==> src/rtl/mem_port_arbiter.sv <==
// Fetch/data arbiter in front of one single-ported 16-bit word memory.
// Data has fixed priority and a wait counter keeps fetch from starving.
// A dump request takes one idle memory cycle of its own.
// Ports:
//   clk, rst            clock, synchronous active-high reset
//   if_req/if_addr      fetch read request (held until if_gnt)
//   if_gnt              fetch accepted this cycle (combinational)
//   if_rvalid/if_rdata  fetch read data, one cycle after the grant
//   d_req/d_wr/d_addr   data request (held until d_gnt), 1 = write
//   d_wdata             data write data
//   d_gnt               data accepted this cycle (combinational)
//   d_rvalid/d_rdata    data read data, one cycle after a read grant
//   dump_req            one-cycle pulse asking for a memory dump
//   dump_done           pulses in the cycle after the dump cycle
//   mem_*               drive of the memory instance
//   mem_rdata           combinational read data from the memory
//   conflict_cnt        saturating count of cycles with both requests up
module mem_port_arbiter #(
  parameter int MAX_WAIT = 4,
  parameter int CNT_W    = 16
) (
  input  logic             clk,
  input  logic             rst,
  input  logic             if_req,
  input  logic [15:0]      if_addr,
  output logic             if_gnt,
  output logic             if_rvalid,
  output logic [15:0]      if_rdata,
  input  logic             d_req,
  input  logic             d_wr,
  input  logic [15:0]      d_addr,
  input  logic [15:0]      d_wdata,
  output logic             d_gnt,
  output logic             d_rvalid,
  output logic [15:0]      d_rdata,
  input  logic             dump_req,
  output logic             dump_done,
  output logic             mem_en,
  output logic             mem_wr,
  output logic [15:0]      mem_addr,
  output logic [15:0]      mem_wdata,
  output logic             mem_dump,
  input  logic [15:0]      mem_rdata,
  output logic [CNT_W-1:0] conflict_cnt
);

  localparam logic [3:0]       WAIT_MAX = 4'(MAX_WAIT);
  localparam logic [3:0]       WAIT_ONE = 4'd1;
  localparam logic [CNT_W-1:0] CNT_ONE  = CNT_W'(1);
  localparam logic [CNT_W-1:0] CNT_SAT  = {CNT_W{1'b1}};

  logic [3:0]       r_wait_cnt;
  logic             r_dump_pending;
  logic             r_dump_done;
  logic             r_if_rvalid;
  logic             r_d_rvalid;
  logic [15:0]      r_if_rdata;
  logic [15:0]      r_d_rdata;
  logic [CNT_W-1:0] r_conflict_cnt;

  logic w_dump;
  logic w_if_starved;
  logic w_if_gnt;
  logic w_d_gnt;
  logic w_conflict;

  // Nothing reaches the memory while rst is high so its
  // reset-time load is left alone.
  assign w_dump       = ~rst & r_dump_pending;
  assign w_if_starved = (r_wait_cnt == WAIT_MAX);
  assign w_conflict   = if_req & d_req;

  // The conditions overlap, so this is a priority chain.
  always_comb begin
    w_if_gnt = 1'b0;
    w_d_gnt  = 1'b0;
    if (rst || r_dump_pending) begin
      w_if_gnt = 1'b0;
      w_d_gnt  = 1'b0;
    end else if (if_req && w_if_starved) begin
      w_if_gnt = 1'b1;
    end else if (d_req) begin
      w_d_gnt = 1'b1;
    end else if (if_req) begin
      w_if_gnt = 1'b1;
    end
  end

  always_comb begin
    mem_en    = 1'b0;
    mem_wr    = 1'b0;
    mem_addr  = 16'h0000;
    mem_wdata = 16'h0000;
    if (w_d_gnt) begin
      mem_en    = 1'b1;
      mem_wr    = d_wr;
      mem_addr  = d_addr;
      mem_wdata = d_wdata;
    end else if (w_if_gnt) begin
      mem_en    = 1'b1;
      mem_addr  = if_addr;
    end
  end

  assign mem_dump = w_dump;
  assign if_gnt   = w_if_gnt;
  assign d_gnt    = w_d_gnt;

  // A pending dump absorbs further pulses and clears in its own cycle.
  always_ff @(posedge clk) begin
    if (rst) begin
      r_dump_pending <= 1'b0;
      r_dump_done    <= 1'b0;
    end else begin
      r_dump_pending <= r_dump_pending ? 1'b0 : dump_req;
      r_dump_done    <= r_dump_pending;
    end
  end

  // Counts denied fetch cycles, dump cycles included.
  always_ff @(posedge clk) begin
    if (rst) begin
      r_wait_cnt <= 4'd0;
    end else if (if_req && !w_if_gnt) begin
      if (!w_if_starved) begin
        r_wait_cnt <= r_wait_cnt + WAIT_ONE;
      end
    end else begin
      r_wait_cnt <= 4'd0;
    end
  end

  always_ff @(posedge clk) begin
    if (rst) begin
      r_conflict_cnt <= '0;
    end else if (w_conflict && r_conflict_cnt != CNT_SAT) begin
      r_conflict_cnt <= r_conflict_cnt + CNT_ONE;
    end
  end

  always_ff @(posedge clk) begin
    if (rst) begin
      r_if_rvalid <= 1'b0;
      r_if_rdata  <= 16'h0000;
    end else begin
      r_if_rvalid <= w_if_gnt;
      if (w_if_gnt) begin
        r_if_rdata <= mem_rdata;
      end
    end
  end

  always_ff @(posedge clk) begin
    if (rst) begin
      r_d_rvalid <= 1'b0;
      r_d_rdata  <= 16'h0000;
    end else begin
      r_d_rvalid <= w_d_gnt & ~d_wr;
      if (w_d_gnt && !d_wr) begin
        r_d_rdata <= mem_rdata;
      end
    end
  end

  // A read granted just before rst rises must not report valid data.
  assign if_rvalid    = r_if_rvalid & ~rst;
  assign d_rvalid     = r_d_rvalid & ~rst;
  assign dump_done    = r_dump_done & ~rst;
  assign if_rdata     = r_if_rdata;
  assign d_rdata      = r_d_rdata;
  assign conflict_cnt = r_conflict_cnt;

endmodule
==> config.mk <==
export PLATFORM = sky130hd
export DESIGN_NAME = mem_port_arbiter
export DESIGN_NICKNAME = d
export VERILOG_FILES = /design/src/rtl/mem_port_arbiter.sv
export SDC_FILE = /design/constraint.sdc
export NUM_CORES = 1
export LEC_CHECK = 0
export BUFFER_PORTS_ARGS = -buffer_cell sky130_fd_sc_hd__buf_2
export CAP_MARGIN = 20
export CORE_MARGIN = 3
export CORE_UTILIZATION = 28
export DETAILED_ROUTE_END_ITERATION = 8
export GPL_TIMING_DRIVEN = 0
export PLACE_DENSITY_LB_ADDON = 0.2
export SLEW_MARGIN = 5
export SYNTH_ARGS = -nofsm -noshare
export SYNTH_HDL_FRONTEND = slang
export SYNTH_SLANG_ARGS = --single-unit
export TNS_END_PERCENT = 20
==> constraint.sdc <==
create_clock -name clk -period 4 [get_ports clk]
set_input_delay 0.8 -clock clk [delete_from_list [all_inputs] [get_ports clk]]
set_output_delay 0.8 -clock clk [all_outputs]
set_load 0.1 [all_outputs]
* After elaboration in Yosys (flattened, before gate mapping)
Cells that the tools add are included.
** Storage, ports and cells
- Bits in writable memories :: 0
- Register bits :: 56
- Memories kept :: 0
- Memory bits (read-only) :: 0
- Latch bits :: 0
- Output and inout port bits :: 88
** Operators by class
- Eq/ne operators :: 2
- Divide/modulo/power cells :: 0
- $lt $le $gt $ge :: 0
- Add/subtract/negate cells :: 2
- Reduce and logical (&&, ||, !) cells :: 9
- Muxes and demuxes :: 13
- $mul :: 0
- Bitwise logic cells :: 9
- Shift operators :: 0
** Operator list (count)
- $mux W16 :: 3
- $add A16 B1 Y16 const B :: 1
- $ne A16 B16 Y1 const B :: 1
- $mux W1 :: 10
- $and A1 B1 Y1 :: 6
- $add A4 B1 Y4 const B :: 1
- $eq A4 B3 Y1 const B :: 1
- $logic_and A1 B1 Y1 :: 4
- $reduce_or A2 Y1 :: 2
- $not A1 Y1 :: 3
- $logic_not A1 Y1 :: 2
- $logic_or A1 B1 Y1 :: 1

* Logic depth before layout (Yosys ltp)
Gate-level depths: netlist (run 1).
- Depth after elaboration :: 8
- Depth in mapped cells :: 8
- Gate-level depth less buffers :: 6

* Worst setup path before layout (run 1)
No wires, ideal clock.
- Path kind :: input -> output
- Start :: input rst
- End :: output mem_wdata[10]
- Path slack :: -0.227 ns
- Stages on the path :: 5
- Buffers on the path :: 2
- Required time :: 3.200 ns
- Arrival :: 3.427 ns
- Path through :: buf_2 or3b_1 a21oi_2 clkbuf_1 and2_1
** On the way
- Cells in the longest elaborated chain, start to end :: 3
** Ends and longest elaborated chain
- start: declaration :: line 23 : input logic rst,
- $logic_or A1 B1 Y1 :: line 77 : if (rst || r_dump_pending) begin
- $mux W1 :: line 77
- via d_gnt :: line 33 : output logic d_gnt,
- $mux W16 :: line 94 : if (w_d_gnt) begin
- end: declaration :: line 41 : output logic [15:0] mem_wdata,
The timed path passes the listed nets, and every way through them passes these cells.

* Final worst setup path (run 1)
- Start :: register r_wait_cnt[0]
- End :: output mem_addr[6]
** On the way
- Cells in the longest elaborated chain, start to end :: 6
- Elaborated cells between the ends (all ways) :: 8
- Those cells by class :: eq/ne: 1; mux: 6; reduce/logical: 1
** Ends and longest elaborated chain
- start: declaration :: line 52 : logic [3:0] r_wait_cnt;
- start signal: assignment :: line 126 : r_wait_cnt <= r_wait_cnt + WAIT_ONE;
- $eq A4 B3 Y1 (*) :: line 70 : assign w_if_starved = (r_wait_cnt == WAIT_MAX);
- $logic_and A1 B1 Y1 (*) :: line 80 : end else if (if_req && w_if_starved) begin
- $mux W1 :: line 80
- $mux W1 :: line 77
- $mux W16 :: line 99 : end else if (w_if_gnt) begin
- $mux W16 (*) :: line 94
- end: declaration :: line 40 : output logic [15:0] mem_addr,
Every way passes the cells marked *; elsewhere a longest branch is shown, timed or not.

==> impl_metrics.env, run 1 <==
export IMPL_place_congestion=0.778
export IMPL_worstSkewPairLatency_ps=310
export IMPL_leakagePower_nw=1.72
export IMPL_hp_start="d_rdata[1]"
export IMPL_grt_use_total=0.140
export IMPL_met2_usage=0.220
export IMPL_drv_slew=0
export IMPL_dieHeight_um=104
export IMPL_reg2reg_to="if_rdata[14]"
export IMPL_cts_htree_levels=2
export IMPL_wirelength_um=7890
export IMPL_synth_cells=290
export IMPL_cts_resized=0
export IMPL_grt_pass1_wl_um=12700
export IMPL_grt_pass1_vias=2558
export IMPL_cap_violations=0
export IMPL_fin_crit_sh=0.889
export IMPL_num_io_pins=158
export IMPL_clk_path_buf_depth=2
export IMPL_synth_area_per_cell_um2=9.35
export IMPL_required_ps=3200
export IMPL_ys_types=48
export IMPL_min_to="d_rdata[1]"
export IMPL_ff_latch_area_um2=1120
export IMPL_ant_nets=0
export IMPL_synthArstFlopShare=0
export IMPL_root_buffer="clkbuf_8"
export IMPL_setup_tns_ps=0
export IMPL_syn_nets=363
export IMPL_start_kind="flip-flop"
export IMPL_area_growth_pct=38.0
export IMPL_wl_per_cell_um=13.6
export IMPL_end_kind="output port"
export IMPL_hpwl_um=6150
export IMPL_finalHoldViolCount=0
export IMPL_ys_seq_elements=56
export IMPL_seq_area_frac_synth=0.413
export IMPL_n_fill_cell=972
export IMPL_rsz0062_at_grt="false"
export IMPL_nets=524
export IMPL_met1_usage=0.192
export IMPL_drc=0
export IMPL_synth_edf_count=0
export IMPL_slew_headroom=0.408
export IMPL_fin_skew_ps=11.5
export IMPL_start_util=0.291
export IMPL_fin_cells=581
export IMPL_synthFlopType="dfxtp_1"
export IMPL_worst_pin_slew_ps=879
export IMPL_num_vias=2641
export IMPL_num_rows=35
export IMPL_whs_path_depth=2
export IMPL_crit_path_start="r_wait_cnt[0]"
export IMPL_antennaDiodeCount=0
export IMPL_vdd_drop_max_v=0.000189
export IMPL_cts_setup_buffers=0
export IMPL_first_iter_violations=87
export IMPL_r2r_start="r_wait_cnt[0]"
export IMPL_rrSetupSlack_ps=1800
export IMPL_period_minus_slack_ps=3560
export IMPL_cts_tree="done"
export IMPL_netlist_top_cells_area="dfxtp_1 41%, mux2i_1 13%, nor2_1 6.1%"
export IMPL_synth_area_um2=2710
export IMPL_grt_ovfl_total=0
export IMPL_grt_busiest_layer="met2"
export IMPL_ff2ff_path_depth=7
export IMPL_status="completed"
export IMPL_grt_antenna_before_repair=0
export IMPL_grt_use_met3=0.0298
export IMPL_yosys_area_top_type_share=0.413
export IMPL_drive_above_1_share=0.416
export IMPL_core_um2=9330
export IMPL_crit_type="flip-flop to output port"
export IMPL_grt_max_degree=18
export IMPL_hold_path_class="flip-flop to flip-flop"
export IMPL_first_pass_iters=4
export IMPL_design_die_area_um2=10900
export IMPL_cts_buffers=5
export IMPL_yosys_area_top_type="dfxtp_1"
export IMPL_cts_sinks=56
export IMPL_cp_max_fo=10
export IMPL_fmax_mhz=281
export IMPL_place_inst=573
export IMPL_multi_input_area_um2=1420
export IMPL_die_w_um=104
export IMPL_viasPerCell=4.55
export IMPL_io_buffers=154
export IMPL_power_density_nw_per_um2=343
export IMPL_cp_arrival_ps=2760
export IMPL_clk_pin_slew_ps=90
export IMPL_cts_hold_buffers=0
export IMPL_finalSetupViolations=0
export IMPL_ys_warn_count=0
synth_stat cells, types with 2 or more instances:
master and instances:
dfxtp_1 56, nor2_1 44, mux2i_1 34, and2_1 17, a22o_1 16, a21oi_1 14
nand2_1 8, nor2b_1 8, clkbuf_1 6, nand3_1 6, or3_1 6, inv_1 5
nor3_1 5, o21ai_0 5, o31ai_1 5, nand4_1 4, or4_1 4, buf_2 3
buf_4 3, buf_6 3, ha_1 3, mux2_2 3, clkbuf_2 2, clkbuf_8 2
nand2b_1 2, nor4_1 2, or2_2 2, xnor2_1 2
layer usage:
metal  vias to the layer above  wire length [um]
li1                       1346                 -
met1                      1220              3640
met2                        66              3770
met3                         9               373
met4                         0                99
met5                         -                 0
cell families (layout without fill, tap and decap cells):
group | after synthesis | in the layout | synth area share
fa+ha+maj | 3 | 3 | 0.0138
simple gates | 120 | 120 | 0.240
mux | 37 | 37 | 0.138
flops | 56 | 56 | 0.413
compound gates | 46 | 46 | 0.126
xor+xnor | 2 | 2 | 0.00646
buf+inv | 26 | 188 | 0.0623
where the power goes:
group          switching, mW  leakage, nW  internal [mW]  total, mW
Sequential           0.00790        0.454          0.571      0.579
Clock                  0.191       0.0434          0.141      0.332
Combinational          0.290         1.23         0.0814      0.372
Total                  0.489         1.72          0.793       1.28
critical path: stages (launching register included):
cell and delay (ps):
dfxtp_1 340, inv_1 90, ha_1 190, nand3b_1 230, a2111oi_4 680, buf_2 320
a22o_1 170, buf_2 420
placed cells by master, fill, tap and decap left out, drive strengths merged, types with 2 or more instances in the layout:
cell,count
nand2b,2
inv,5
mux2i,34
a22o,16
ha,3
and3,2
xnor2,2
nor4,2
clkbuf,16
a21oi,15
mux2,3
o31ai,5
or2,2
a2111oi,2
nand2,8
clkinvlp,2
nor2,44
nor3,5
or4,5
nor2b,8
nand3,7
buf,165
dfxtp,56
and2,17
nand4,5
or3,6
o21ai,5
per-stage QoR:
step / hold WS (ps) / instance area, um^2 / worst slack [ps] / power [mW] / utilization
after global placement: 470 / 3650 / 523 / 0.964 / 0.391
after CTS: 500 / 3740 / 412 / 1.31 / 0.401
final: 499 / 3740 / 443 / 1.28 / 0.401
after global routing: 528 / 3740 / 253 / 1.34 / 0.401
after detailed placement: 478 / 3650 / 497 / 0.966 / 0.391
after floorplan: 462 / 2710 / -51.7 / 0.886 / -
flip-flops by register name, indices dropped and copies added, names as in the netlist:
name	flops
r_wait_cnt	4
if_rdata	16
r_dump_done	1
conflict_cnt	16
d_rdata	16
r_d_rvalid	1
r_if_rvalid	1
r_dump_pending	1
how the worst max path moves through the flow:
stage	slack (ps)	cells past startpoint	endpoint
2_1_floorplan	-50	3	mem_en
3_3_place_gp	520	6	mem_addr[6]
3_5_place_dp	500	6	mem_addr[6]
4_1_cts	410	7	mem_addr[6]
5_1_grt	250	7	mem_addr[6]
6_report	440	7	mem_addr[6]
final cells by class:
type | instances | share of cell area
flip-flops and latches | 56 | 0.299
plain buffers | 21 | 0.0404
clock buffers | 6 | 0.0221
well taps | 129 | 0.0431
inverters | 5 | 0.00501
multi-input cells | 208 | 0.380
clock inverters | 2 | 0.00401
repair buffers | 154 | 0.206
Power figures use the tool's default switching activity.
==> run 2, diff against run 1 <==
Settings changed: ABC_AREA set to 1, CORE_MARGIN 3 to unset.
==> impl_metrics.env, run 2 <==
export IMPL_status="completed"
export IMPL_synth_area_per_cell_um2=6.34
export IMPL_die_w_um=104
export IMPL_finalSetupViolations=0
export IMPL_wl_per_cell_um=11.4
export IMPL_core_um2=9910
export IMPL_synth_top_family_by_area="simple AND/OR/NAND/NOR gates"
export IMPL_synth_cells=459
export IMPL_drv_slew=0
export IMPL_cts_setup_buffers=0
export IMPL_viasPerCell=4.25
export IMPL_synth_adder_area_share=0.0129
export IMPL_place_congestion=0.826
export IMPL_grt_pass1_wl_um=14300
export IMPL_cts_htree_levels=2
export IMPL_n_fill_cell=1123
export IMPL_hpwl_um=6750
export IMPL_r2r_start="r_wait_cnt[0]"
export IMPL_crit_type="input port to output port"
export IMPL_cts_sinks=56
export IMPL_start_kind="input port"
export IMPL_final_cell_mix="163 x buf_2, 126 x nand2_1, 121 x nor2_1, 56 x dfxtp_1, 54 x inv_1"
export IMPL_synth_area_um2=2910
export IMPL_area_growth_pct=36.4
export IMPL_ys_warn_count=0
export IMPL_worst_pin_slew_ps=514
export IMPL_grt_use_total=0.161
export IMPL_hp_start="r_dump_pending"
export IMPL_cts_tree="done"
export IMPL_io_buffers=157
export IMPL_synth_area_mux_share=0
export IMPL_antennaDiodeCount=0
export IMPL_rsz0062_at_grt="false"
export IMPL_synth_edf_count=0
export IMPL_share_seq_of_total_power=0.417
export IMPL_yosys_area_top_type_share=0.386
export IMPL_p_sw_mw=0.563
export IMPL_num_io_pins=158
export IMPL_netlist_top_cells_area="dfxtp_1 39%, nand2_1 16%, nor2_1 16%"
export IMPL_hold_path_class="flip-flop to flip-flop"
export IMPL_yosys_area_share_simple=0.410
export IMPL_cp_max_fo=10
export IMPL_multi_input_area_um2=1420
export IMPL_cap_violations=0
export IMPL_cts_hold_buffers=0
export IMPL_clk_path_buf_depth=2
export IMPL_num_rows=36
export IMPL_end_kind="output port"
export IMPL_design_die_area_um2=10800
export IMPL_num_vias=3215
export IMPL_intPower_mw=0.848
export IMPL_setup_tns_ps=0
export IMPL_drive_above_1_share=0.309
export IMPL_ys_types=29
export IMPL_clkPwrFrac=0.267
export IMPL_finalHoldViolCount=0
export IMPL_crit_path_start="rst"
export IMPL_worstSkewPairLatency_ps=310
export IMPL_synth_most_common_cell="nand2_1"
export IMPL_first_iter_violations=159
export IMPL_synth_xor_area_frac=0.00602
export IMPL_ant_nets=0
export IMPL_nets=696
export IMPL_fmax_mhz=332
export IMPL_cts_resized=0
export IMPL_fin_crit_sh=0.754
export IMPL_required_ps=3200
export IMPL_vdd_drop_max_v=0.000140
export IMPL_grt_ovfl_total=0
export IMPL_ys_seq_elements=56
export IMPL_switching_share=0.399
export IMPL_grt_max_degree=17
export IMPL_cp_arrival_ps=2220
export IMPL_power_density_nw_per_um2=356
export IMPL_first_pass_iters=4
export IMPL_fin_skew_ps=9.60
export IMPL_ff_latch_area_um2=1120
export IMPL_comb_power_share=0.316
export IMPL_synthArstFlopShare=0
export IMPL_dieHeight_um=104
export IMPL_cts_buffers=5
export IMPL_synthFlopType="dfxtp_1"
export IMPL_preCtsSetupSlack_ps=974
export IMPL_yosys_top_cells_count="126 x nand2_1, 121 x nor2_1, 56 x dfxtp_1"
export IMPL_grt_pass1_vias=3019
export IMPL_slew_headroom=0.657
export IMPL_fin_ws_ps=984
export IMPL_syn_nets=532
export IMPL_fin_area_um2=3970
export IMPL_final_common_cell="buf_2"
export IMPL_root_buffer="clkbuf_8"
export IMPL_leakagePower_nw=2.26
export IMPL_grt_antenna_before_repair=0
export IMPL_yosys_area_top_type="dfxtp_1"
export IMPL_wirelength_um=8670
export IMPL_drc=0
export IMPL_clk_pin_slew_ps=110
export IMPL_post_route_util=0.400
export IMPL_hold_ws_ps=485
export IMPL_seq_area_frac_synth=0.386
export IMPL_period_minus_slack_ps=3020
export IMPL_synth_compound_area_frac=0.0607
export IMPL_place_area_um2=3860
export IMPL_start_util=0.293
run 2: changes by cell type in the layout (fill, tap and decap cells not counted), sizes merged, moves of 6 or more:
cell / previous run / this run
a22o: 16 / 0
and2: 17 / 1
buf: 165 / 171
clkbuf: 16 / 8
inv: 5 / 57
mux2i: 34 / 0
nand2: 8 / 130
nand3: 7 / 22
nor2: 44 / 126
nor2b: 8 / 0
o21ai: 5 / 18
or3: 6 / 0
run 2: cell families (layout without fill, tap and decap cells):
| logic type | count (synthesis) | in the layout |
|---|---|---|
| flops | 56 | 56 |
| buf+inv | 75 | 240 |
| simple gates | 288 | 288 |
| fa+ha+maj | 3 | 3 |
| compound gates | 35 | 35 |
| xor+xnor | 2 | 2 |
run 2: critical path: stages:
cell and delay (ps):
buf_2 110, nor2_2 120, inv_2 70, nor2_4 100, nand2_4 110, inv_4 130, buf_2 220, nand2_1 70
nand2_1 70, buf_2 420
run 2: cell type report:
class,instances,share of cell area
tap,133,0.0419
timing repair buffer,157,0.198
inverter,59,0.0577
clock buffer,6,0.0183
clock inverter,2,0.00883
buffer,16,0.0341
sequential,56,0.283
multi-input combinational,328,0.359
run 2: final timing paths:
kind	slack, ps	to	cells after the start
min	490	r_dump_done	2
max	980	mem_addr[9]	10
min reg2reg	490	r_dump_done	2
max reg2reg	2270	if_rdata[7]	8
run 2: per-stage QoR:
stage          total power [mW]  std cells
3_5_place_dp               1.05        749
2_1_floorplan             0.953        459
4_1_cts                    1.43        757
3_3_place_gp               1.05        749
5_1_grt                    1.47        757
6_report                   1.41        757
run 2: metal layers:
layer  vias to the layer above  wire (um)  global-route usage
met5                         -          0                   0
li1                       1710          -                   -
met2                        68       4250               0.285
met4                         0         72              0.0378
met3                         6        386              0.0320
met1                      1431       3950               0.200
run 2: power by group through the flow:
stage,registers (mW),clock network [mW],logic (mW)
6_report,0.588,0.377,0.445
5_1_grt,0.591,0.414,0.470
3_3_place_gp,0.600,0,0.445
4_1_cts,0.588,0.391,0.449
2_1_floorplan,0.725,0,0.228
3_5_place_dp,0.601,0,0.448
